--- src/rtl/adder_rr_arbiter.sv ---
// ============================================================================
// Module   : adder_rr_arbiter
// Purpose  : Round-robin sharing of one combinational adder among NUM_REQ
//            requesters, returning sum and requester ID on a response channel.
// Revision : 1.0 - initial release
// ============================================================================
`default_nettype none

module adder_rr_arbiter #(
  parameter  int NUM_REQ    = 4,
  parameter  int DATA_WIDTH = 8,
  localparam int ID_WIDTH   = (NUM_REQ > 1) ? $clog2(NUM_REQ) : 1
) (
  input  logic                          clk,
  input  logic                          rst,
  input  logic [NUM_REQ-1:0]            req_valid,
  output logic [NUM_REQ-1:0]            req_ready,
  input  logic [NUM_REQ*DATA_WIDTH-1:0] req_a,
  input  logic [NUM_REQ*DATA_WIDTH-1:0] req_b,
  output logic [DATA_WIDTH-1:0]         adder_a,
  output logic [DATA_WIDTH-1:0]         adder_b,
  input  logic [DATA_WIDTH-1:0]         adder_o,
  output logic                          rsp_valid,
  input  logic                          rsp_ready,
  output logic [DATA_WIDTH-1:0]         rsp_data,
  output logic [ID_WIDTH-1:0]           rsp_id,
  output logic                          busy
);

  typedef enum logic [1:0] {
    IDLE = 2'd0,
    EXEC = 2'd1,
    RESP = 2'd2
  } state_e;

  state_e                state_q, state_d;
  logic [ID_WIDTH-1:0]   rr_ptr_q;
  logic [DATA_WIDTH-1:0] adder_a_q, adder_b_q;
  logic                  rsp_valid_q;
  logic [DATA_WIDTH-1:0] rsp_data_q;
  logic [ID_WIDTH-1:0]   rsp_id_q;

  logic [DATA_WIDTH-1:0] op_a [NUM_REQ];
  logic [DATA_WIDTH-1:0] op_b [NUM_REQ];
  logic                  grant_found;
  logic [ID_WIDTH-1:0]   grant_idx;
  logic [ID_WIDTH-1:0]   cand;

  for (genvar gi = 0; gi < NUM_REQ; gi++) begin : g_unpack
    assign op_a[gi] = req_a[gi*DATA_WIDTH +: DATA_WIDTH];
    assign op_b[gi] = req_b[gi*DATA_WIDTH +: DATA_WIDTH];
  end

  // Search starts just past the last winner, so that winner ranks lowest.
  always_comb begin
    grant_found = 1'b0;
    grant_idx   = '0;
    cand        = '0;
    for (int k = 1; k <= NUM_REQ; k++) begin
      cand = ID_WIDTH'((int'(rr_ptr_q) + k) % NUM_REQ);
      if (!grant_found && req_valid[cand]) begin
        grant_found = 1'b1;
        grant_idx   = cand;
      end
    end
  end

  always_ff @(posedge clk or negedge rst) begin
    if (!rst) begin
      state_q <= IDLE;
    end else begin
      state_q <= state_d;
    end
  end

  always_comb begin
    state_d   = state_q;
    req_ready = '0;
    case (state_q)
      IDLE: begin
        if (grant_found) begin
          state_d = EXEC;
          if (rst) begin
            req_ready = {{(NUM_REQ-1){1'b0}}, 1'b1} << grant_idx;
          end
        end
      end
      EXEC: state_d = RESP;
      RESP: begin
        if (rsp_ready) begin
          state_d = IDLE;
        end
      end
      default: state_d = IDLE;
    endcase
  end

  always_ff @(posedge clk or negedge rst) begin
    if (!rst) begin
      rr_ptr_q    <= ID_WIDTH'(NUM_REQ - 1);
      adder_a_q   <= '0;
      adder_b_q   <= '0;
      rsp_valid_q <= 1'b0;
      rsp_data_q  <= '0;
      rsp_id_q    <= '0;
    end else begin
      case (state_q)
        IDLE: begin
          if (grant_found) begin
            adder_a_q <= op_a[grant_idx];
            adder_b_q <= op_b[grant_idx];
            rsp_id_q  <= grant_idx;
            rr_ptr_q  <= grant_idx;
          end
        end
        EXEC: begin
          rsp_data_q  <= adder_o;
          rsp_valid_q <= 1'b1;
        end
        RESP: begin
          if (rsp_ready) begin
            rsp_valid_q <= 1'b0;
          end
        end
        default: ;
      endcase
    end
  end

  assign adder_a   = adder_a_q;
  assign adder_b   = adder_b_q;
  assign rsp_valid = rsp_valid_q;
  assign rsp_data  = rsp_data_q;
  assign rsp_id    = rsp_id_q;
  assign busy      = (state_q != IDLE);

endmodule

`default_nettype wire

--- config.mk ---
export PLATFORM = sky130hd
export DESIGN_NAME = adder_rr_arbiter
export DESIGN_NICKNAME = d
export VERILOG_FILES = /design/src/rtl/adder_rr_arbiter.sv
export SDC_FILE = /design/constraint.sdc
export NUM_CORES = 1
export LEC_CHECK = 0
export CELL_PAD_IN_SITES_DETAIL_PLACEMENT = 0
export CELL_PAD_IN_SITES_GLOBAL_PLACEMENT = 1
export CORE_ASPECT_RATIO = 1.4
export CORE_UTILIZATION = 25
export CTS_BUF_LIST = sky130_fd_sc_hd__clkbuf_4
export DETAILED_ROUTE_END_ITERATION = 12
export GPL_ROUTABILITY_DRIVEN = 0
export PLACE_DENSITY_LB_ADDON = 0.1
export SLEW_MARGIN = 20
export SYNTH_ARGS = -nofsm -noshare
export SYNTH_HDL_FRONTEND = slang
export SYNTH_SLANG_ARGS = --single-unit
--- constraint.sdc ---
create_clock -name clk -period 1.5 [get_ports clk]
set_input_delay 0.3 -clock clk [delete_from_list [all_inputs] [get_ports clk]]
set_output_delay 0.3 -clock clk [all_outputs]
set_load 0.005 [all_outputs]
==> summary.md, run 1 <==
| Metric | Value |
|---|---|
| Status | `finished with violations` |
| Failing checks | `setup timing` |
| Dpl ws | `-0.793 ns` |
| P&R area growth vs syn | `89.7%` |
| Synthesis Warnings | `0` |
| First-pass GRT wire length | `around 11 mm` |
| Register area share after synthesis | `about two fifths` |
| Routed via count | `roughly 2,100` |
| Hold Violations, Final | `0` |
| DRT Pass-1 Iters | `4` |
| Placed instance count | `approximately 400` |
| CTS sink count | `31` |
| Fin. max-slew vios | `0` |
| Design area | `0.00354 sq mm` |
| WP buf/inv | `3` |
| Non-Filler Instances | `around 440` |
| Fin crit period | `1.92 ns` |
| Inserted Clock Buffers | `5` |
| FP Rows | `36` |
| Syn Std Cell Area | `around 0.0019 sq mm` |
| Vias in the first global route | `2,237` |
| Share of cells above drive strength 1 | `between 20% and 30%` |
| Post-Route WL | `7.00 mm` |
| IO buf count | `110` |
| FF-to-FF path depth | `8` |
| Setup Skew | `a little over 0.008 ns` |
| Number of DRC markers in iteration 0 | `73` |
| Setup TNS | `-8.43 ns` |
| Max stage delay on crit path | `slightly above 0.5 ns` |
| RSZ-0062 raised after global routing | `true` |
| Clock Root Buffer | `clkbuf_4` |
| RR Endpoint | `adder_b[5]` |
| Worst Setup End Kind | `flop` |
| Die X | `75.0 microns` |
| Max rail drop VDD | `approximately 0.77 mV` |
| # hold bufs at CTS | `0` |
| H-tree levels | `2` |
| Synth unique cells | `37` |
| #FFs+latches synth | `31` |
| ANT cells | `0` |
| Overall routing resource usage | `a little under a fifth` |
| CP required | `between 1.5 and 2 ns` |
| Crit-path max FO | `9` |
| CTS tree | `yes` |
| Maximum clock rate | `roughly 0.52 GHz` |
| Fin util | `approximately 50%` |
| Syn_area_per_cell | `9.72 sq um` |
| DIE HEIGHT | `around 100 microns` |
| Setup violators final | `25` |
| Setup crit start kind | `input port` |
| Routed Antenna Nets | `0` |
| R2r startpoint | `rr_ptr_q[1]` |
| Initial cell density of the core | `approximately a quarter` |
| Post-DP Area | `0.00321 sq mm` |
| Power Density | `roughly 1700 mW/mm^2` |
| Final Hold Slack | `0.0889 ns` |
| Clk_lat worst skew | `between 0.3 and 0.4 ns` |
| Clock-pin slew of the registers on the worst-case setup and hold paths | `0.10 ns` |
| Die area | `~0.008 sq mm` |
| WL/cell | `~16 microns` |
| Worst Setup Slack, final | `-0.422 ns` |
| Total power | `just over 6 mW` |
| Final period util | `128%` |
| Fillcell total | `around 700` |
| Setup CP Type | `input port to flop` |
| Clock Tree Buf Depth | `2` |
| Slowest cell on crit path | `clkdlybuf4s50_1` |
| Min-Delay Path Class | `input port to async pin` |
| Largest net degree at the start of global routing | `32` |
| Syn Inst Count | `approximately 190` |
| Crit path max-delay family | `buffers and inverters` |
| Tightest Pin Transition | `0.423 ns` |
| Ports | `111` |
| Core ar. | `0.00707 sq mm` |
| Net Count, Synth | `271` |
| Final nets | `around 420` |
| Leakage | `between 1.5 and 2 nW` |
| Initial antenna violation count | `0` |
| Worst slew margin | `a little under three quarters` |
| Flop-to-flop setup slack | `-0.41 ns` |
| Worst path cell trace | `clkdlybuf4s50_1, buf_4, nand2b_1, a21oi_4, a311oi_4, buf_6, mux2i_2, o22ai_1` |
| Drt drc | `0` |
| Max cap viols | `0` |
| Remaining global-route overflow | `0` |
| DPL Wire Length | `4.92 mm` |
| Via/cell ratio | `4.75` |
| Worst EP arrival | `roughly 2.1 ns` |
## repair_timing
| action | in CTS | in global routing |
|---|---|---|
| endpoints found under the setup margin | 52 | 26 |
| pin swaps | 24 | 13 |
| setup buffers | 22 | 5 |
| gates cloned | 1 | 0 |
| gates resized for setup | 68 | 24 |
## routing by layer
metal	track usage [%]	vias to the layer above	share of wire, %
li1	-	1024	-
met1	21.1	978	39
met2	34.3	74	54
met3	4.17	8	5.6
met4	5.12	0	1.4
met5	0	-	0
## cell usage in the layout, fill, tap and decap left out, types with 2 or more instances in the layout
cell / instances
nor2_1: 21
or2_4: 2
buf_6: 15
inv_1: 2
dfstp_2: 2
nand2_1: 5
clkbuf_4: 7
a21oi_1: 4
a221oi_2: 11
dlygate4sd2_1: 27
o21ai_0: 16
nor2b_1: 6
nand2b_1: 2
mux2_2: 8
clkdlybuf4s50_1: 75
o22ai_1: 16
a221oi_1: 6
buf_4: 37
o21ai_1: 6
dfrtp_1: 29
a21oi_2: 4
buf_2: 5
dlymetal6s2s_1: 2
mux2i_1: 16
## registers in the layout, summed over array words and instances (netlist names)
| signal | count |
|---|---|
| state_q | 2 |
| adder_b | 8 |
| adder_a | 8 |
| rr_ptr_q | 2 |
| rsp_data | 8 |
| rsp_valid | 1 |
| rsp_id | 2 |
## final cells by class
cell class | count | area [sq um] | share of cell area [%]
multi-input cells | 141 | 1090 | 30.7
clock inverters | 1 | 5.00 | 0.141
repair buffers | 161 | 1480 | 41.9
clock buffers | 7 | 52.6 | 1.48
well taps | 95 | 119 | 3.36
flip-flops and latches | 31 | 778 | 22.0
inverters | 3 | 13.8 | 0.389
## cells by family (layout without fill, tap and decap cells)
family                 Yosys count  count (layout)  share of synthesized area, %
muxes                           25              25                          13.9
AOI/OAI and AO/OA               73              73                          26.9
and+or+nand+nor                 43              43                          10.8
DFF                             31              31                          41.7
buffers and inverters           20             172                          6.63
## how the worst max path moves through the flow
stage                 startpoint            to  slack [ns]  cells after the start
floorplan            rr_ptr_q[1]    adder_a[7]       -0.16                      7
global placement    req_valid[0]  req_ready[0]       -0.77                      7
detailed placement  req_valid[0]  req_ready[0]       -0.79                      7
CTS                  rr_ptr_q[1]  req_ready[3]       -0.44                      6
global route        req_valid[0]    adder_b[5]       -0.51                      8
finish              req_valid[0]    adder_b[5]       -0.42                      8
## Yosys cell counts
cell	n	area, sq um
a21o_1	1	7.51
clkbuf_2	1	5.00
nand2b_1	3	18.8
a2bb2oi_1	1	8.76
buf_6	2	22.5
buf_2	7	35.0
mux2_2	8	90.1
dfrtp_1	29	726
o21a_1	1	7.51
a311oi_2	1	15.0
inv_2	1	3.75
o21ai_1	4	20.0
dfstp_2	2	52.6
clkbuf_1	4	15.0
mux2i_1	17	170
o21ai_0	19	95.1
nor3b_1	1	7.51
and3_1	1	6.26
a221oi_1	16	140
buf_12	1	20.0
a21boi_1	1	7.51
a221o_1	1	10.0
or2_1	2	12.5
nor4_1	1	6.26
or2_2	1	6.26
a21oi_1	8	40.0
o2111a_1	1	11.3
nand2_1	6	22.5
a221oi_2	1	15.0
nor2_1	21	78.8
nor2b_1	6	37.5
a21oi_2	1	8.76
buf_4	2	15.0
a21bo_4	1	16.3
inv_1	2	7.51
nand3_1	1	5.00
o22ai_1	16	100
## power breakdown
group	switching, mW	total, mW	internal, mW	leakage [nW]
sequential	0.232	1.52	1.28	0.348
combinational	1.83	4.06	2.23	1.15
clock	0.292	0.511	0.219	0.0361
total	2.35	6.09	3.74	1.53
## worst register-to-register path, stage by stage (launching register included)
cell	delay, ns
dfstp_2	0.55
buf_6	0.10
buf_6	0.09
a21bo_4	0.12
a21oi_4	0.05
a311oi_4	0.34
buf_6	0.21
mux2i_2	0.22
o22ai_1	0.10
(Power assumes the default switching activity.)
==> inputs of run 2 (changes only) <==
--- a/config.mk
+++ b/config.mk
@@ -13,7 +13,7 @@
 export DETAILED_ROUTE_END_ITERATION = 12
 export GPL_ROUTABILITY_DRIVEN = 0
 export PLACE_DENSITY_LB_ADDON = 0.1
-export SLEW_MARGIN = 20
+export SLEW_MARGIN = 10
 export SYNTH_ARGS = -nofsm -noshare
 export SYNTH_HDL_FRONTEND = slang
 export SYNTH_SLANG_ARGS = --single-unit
==> results of run 2 <==
Same layout as run 1: the final DEF is identical, and so are final timing and power.
==> inputs of run 3 (changes only) <==
--- a/config.mk
+++ b/config.mk
@@ -8,7 +8,7 @@
 export CELL_PAD_IN_SITES_DETAIL_PLACEMENT = 0
 export CELL_PAD_IN_SITES_GLOBAL_PLACEMENT = 1
 export CORE_ASPECT_RATIO = 1.4
-export CORE_UTILIZATION = 25
+export CORE_UTILIZATION = 27
 export CTS_BUF_LIST = sky130_fd_sc_hd__clkbuf_4
 export DETAILED_ROUTE_END_ITERATION = 12
 export GPL_ROUTABILITY_DRIVEN = 0
==> constraint.sdc (replaced) <==
create_clock -name clk -period 2.15 [get_ports clk]
set_input_delay 0.43 -clock clk [delete_from_list [all_inputs] [get_ports clk]]
set_output_delay 0.43 -clock clk [all_outputs]
set_load 0.005 [all_outputs]
==> summary.md, run 3 (synthesized netlist as in run 1, its figures left out) <==
| Metric | Value |
|---|---|
| Status | `completed (was finished with violations)` |
| Max cap viols | `0 (unchanged)` |
| RSZ-0062 raised after global routing | `true (unchanged)` |
| ANT cells | `0 (unchanged)` |
| Inserted Clock Buffers | `5 (unchanged)` |
| H-tree levels | `2 (unchanged)` |
| FF-to-FF path depth | `8 (unchanged)` |
| P&R area growth vs syn | `83.7% (was 89.7%)` |
| Leakage | `1.43 nW (was 1.53 nW)` |
| # hold bufs at CTS | `0 (unchanged)` |
| Met3 Use GR | `4.62% (was 4.17%)` |
| Slowest cell on crit path | `dfstp_2 (was clkdlybuf4s50_1)` |
| Final nets | `418 (was 422)` |
| Worst slew margin | `72.4% (was 71.8%)` |
| Drt drc | `0 (unchanged)` |
| Share of cells above drive strength 1 | `24.4% (was 29.4%)` |
| Worst Setup End Kind | `primary output (was flop)` |
| Core ar. | `0.00661 sq mm (was 0.00707 sq mm)` |
| Power Density | `1250 mW/mm^2 (was 1720 mW/mm^2)` |
| Initial cell density of the core | `28.2% (was 26.4%)` |
| Setup Skew | `0.0147 ns (was 0.00815 ns)` |
| Min-Delay Path Class | `input port to async pin (unchanged)` |
| Commonest non-fill, non-tap cell in the layout | `clkdlybuf4s50_1 (unchanged)` |
| Clock Tree Buf Depth | `2 (unchanged)` |
| Number of DRC markers in iteration 0 | `63 (was 73)` |
| Post-Route WL | `6.68 mm (was 7.00 mm)` |
| Crit-path max FO | `4 (was 9)` |
| First-pass GRT wire length | `10.0 mm (was 11.0 mm)` |
| DRT Pass-1 Iters | `4 (unchanged)` |
| Hold Violations, Final | `0 (unchanged)` |
| FP Rows | `35 (was 36)` |
| M2 GR Usage | `32.4% (was 34.3%)` |
| CTS tree | `yes (unchanged)` |
| Setup TNS | `0 ns (was -8.43 ns)` |
| Fin crit period | `between 2 and 2.5 ns` |
| Most frequent cells in the layout | `clkdlybuf4s50_1 (101), buf_4 (41), dfrtp_1 (29) (was clkdlybuf4s50_1 (75), buf_4 (37), dfrtp_1 (29))` |
| Max stage delay on crit path | `0.59 ns (was 0.51 ns)` |
| Routed via count | `2,107 (was 2,084)` |
| WL/cell | `15.5 microns (was 15.9 microns)` |
| Via/cell ratio | `4.88 (was 4.75)` |
| Post-DP Area | `0.00322 sq mm (was 0.00321 sq mm)` |
| Largest net degree at the start of global routing | `32 (unchanged)` |
| Final Hold Slack | `0.181 ns (was 0.0889 ns)` |
| Total power | `4.27 mW (was 6.09 mW)` |
| Fin. max-slew vios | `0 (unchanged)` |
| Overall routing resource usage | `18.0% (was 18.8%)` |
| Final period util | `between 90% and 100%` |
| Routed Antenna Nets | `0 (unchanged)` |
| Tightest Pin Transition | `0.413 ns (was 0.423 ns)` |
| Clock Root Buffer | `clkbuf_4 (unchanged)` |
| Max rail drop VDD | `0.627 mV (was 0.773 mV)` |
| Setup CP Type | `flop to primary output (was input port to flop)` |
| CTS sink count | `31 (unchanged)` |
| Worst path cell trace | `buf_4, nand2b_1, a21oi_1, o21a_1, nor2b_1, clkbuf_2 (was clkdlybuf4s50_1, buf_4, nand2b_1, a21oi_4, a311oi_4, buf_6, mux2i_2, o22ai_1)` |
| Ports | `111 (unchanged)` |
| Clock-pin slew of the registers on the worst-case setup and hold paths | `0.11 ns (was 0.10 ns)` |
| Met1 Usage GRT | `20.5% (was 21.1%)` |
| Initial antenna violation count | `0 (unchanged)` |
| CP required | `1.72 ns (was 1.71 ns)` |
| GR peak layer | `met2 (unchanged)` |
| Maximum clock rate | `around 0.47 GHz` |
| DIE HEIGHT | `100 microns (was 104 microns)` |
| Die area | `0.00726 sq mm (was 0.00782 sq mm)` |
| Clk_lat worst skew | `0.34 ns (was 0.33 ns)` |
| Flop-to-flop setup slack | `0.12 ns (was -0.41 ns)` |
| IO buf count | `110 (unchanged)` |
| Remaining global-route overflow | `0 (unchanged)` |
| Die X | `72.3 microns (was 75.0 microns)` |
| Worst EP arrival | `1.70 ns (was 2.13 ns)` |
| Vias in the first global route | `2,070 (was 2,237)` |
| Setup violators final | `0 (was 25)` |
| Design area | `0.00343 sq mm (was 0.00354 sq mm)` |
| DPL Wire Length | `4.93 mm (was 4.92 mm)` |
| Setup crit start kind | `flop (was input port)` |
## run 3: changes by cell type in the layout (fill, tap and decap cells not counted), sizes merged, moves of 2 or more
cell | before | now
buf | 57 | 49
clkdlybuf4s50 | 75 | 101
dlygate4sd2 | 27 | 4
dlymetal6s2s | 2 | 0
## run 3: report_power, final
group	total (mW)	switching [mW]	leakage, nW	internal [mW]
sequential	1.10	0.203	0.348	0.898
clock	0.460	0.221	0.0426	0.239
combinational	2.71	1.14	1.04	1.57
## run 3: worst paths after layout
| check | endpoint | startpoint |
|---|---|---|
| max | req_ready[3] | rr_ptr_q[1] |
| min | state_q[0] | rst |
| max reg2reg | adder_b[6] | rr_ptr_q[1] |
| min reg2reg | rsp_id[1] | rsp_id[1] |
| max in group asynchronous | rr_ptr_q[1] | rst |
| min in group clk | rsp_id[1] | rsp_id[1] |
## run 3: repair_timing
item	4_1_cts	5_1_grt
resized for setup	17	16
endpoints found under the setup margin	12	17
buffers inserted	6	9
pin swaps	3	4
## run 3: per-layer routing
metal / share of wire, % / up-vias
met5: 0 / -
met4: 1.9 / 0
met3: 6.1 / 12
met2: 53 / 74
met1: 39 / 1008
li1: - / 1013
## run 3: per-stage QoR
| stage | utilization [%] | setup WS [ns] | cells |
|---|---|---|---|
| 5_1_grt | 51.9 | -0.0567 | 432 |
| 6_report | 51.9 | 0.0182 | 432 |
| 2_1_floorplan | - | 0.345 | 192 |
| 3_5_place_dp | 48.6 | -0.403 | 409 |
| 4_1_cts | 50.4 | 0.00888 | 423 |
| 3_3_place_gp | 48.6 | -0.410 | 409 |
## run 3: layout make-up
type,instances,area (sq um)
clock buffer,5,37.5
clock inverter,3,38.8
fill,653,3180
inverter,3,13.8
multi-input combinational,141,1000
sequential,31,778
tap,92,115
timing repair buffer,157,1450
## run 3: critical path, delay by kind of cell (launching register included)
family | cells | cell delay [ns]
flops | 1 | 0.59
compound gates | 2 | 0.29
simple gates | 2 | 0.26
buf+inv | 2 | 0.22
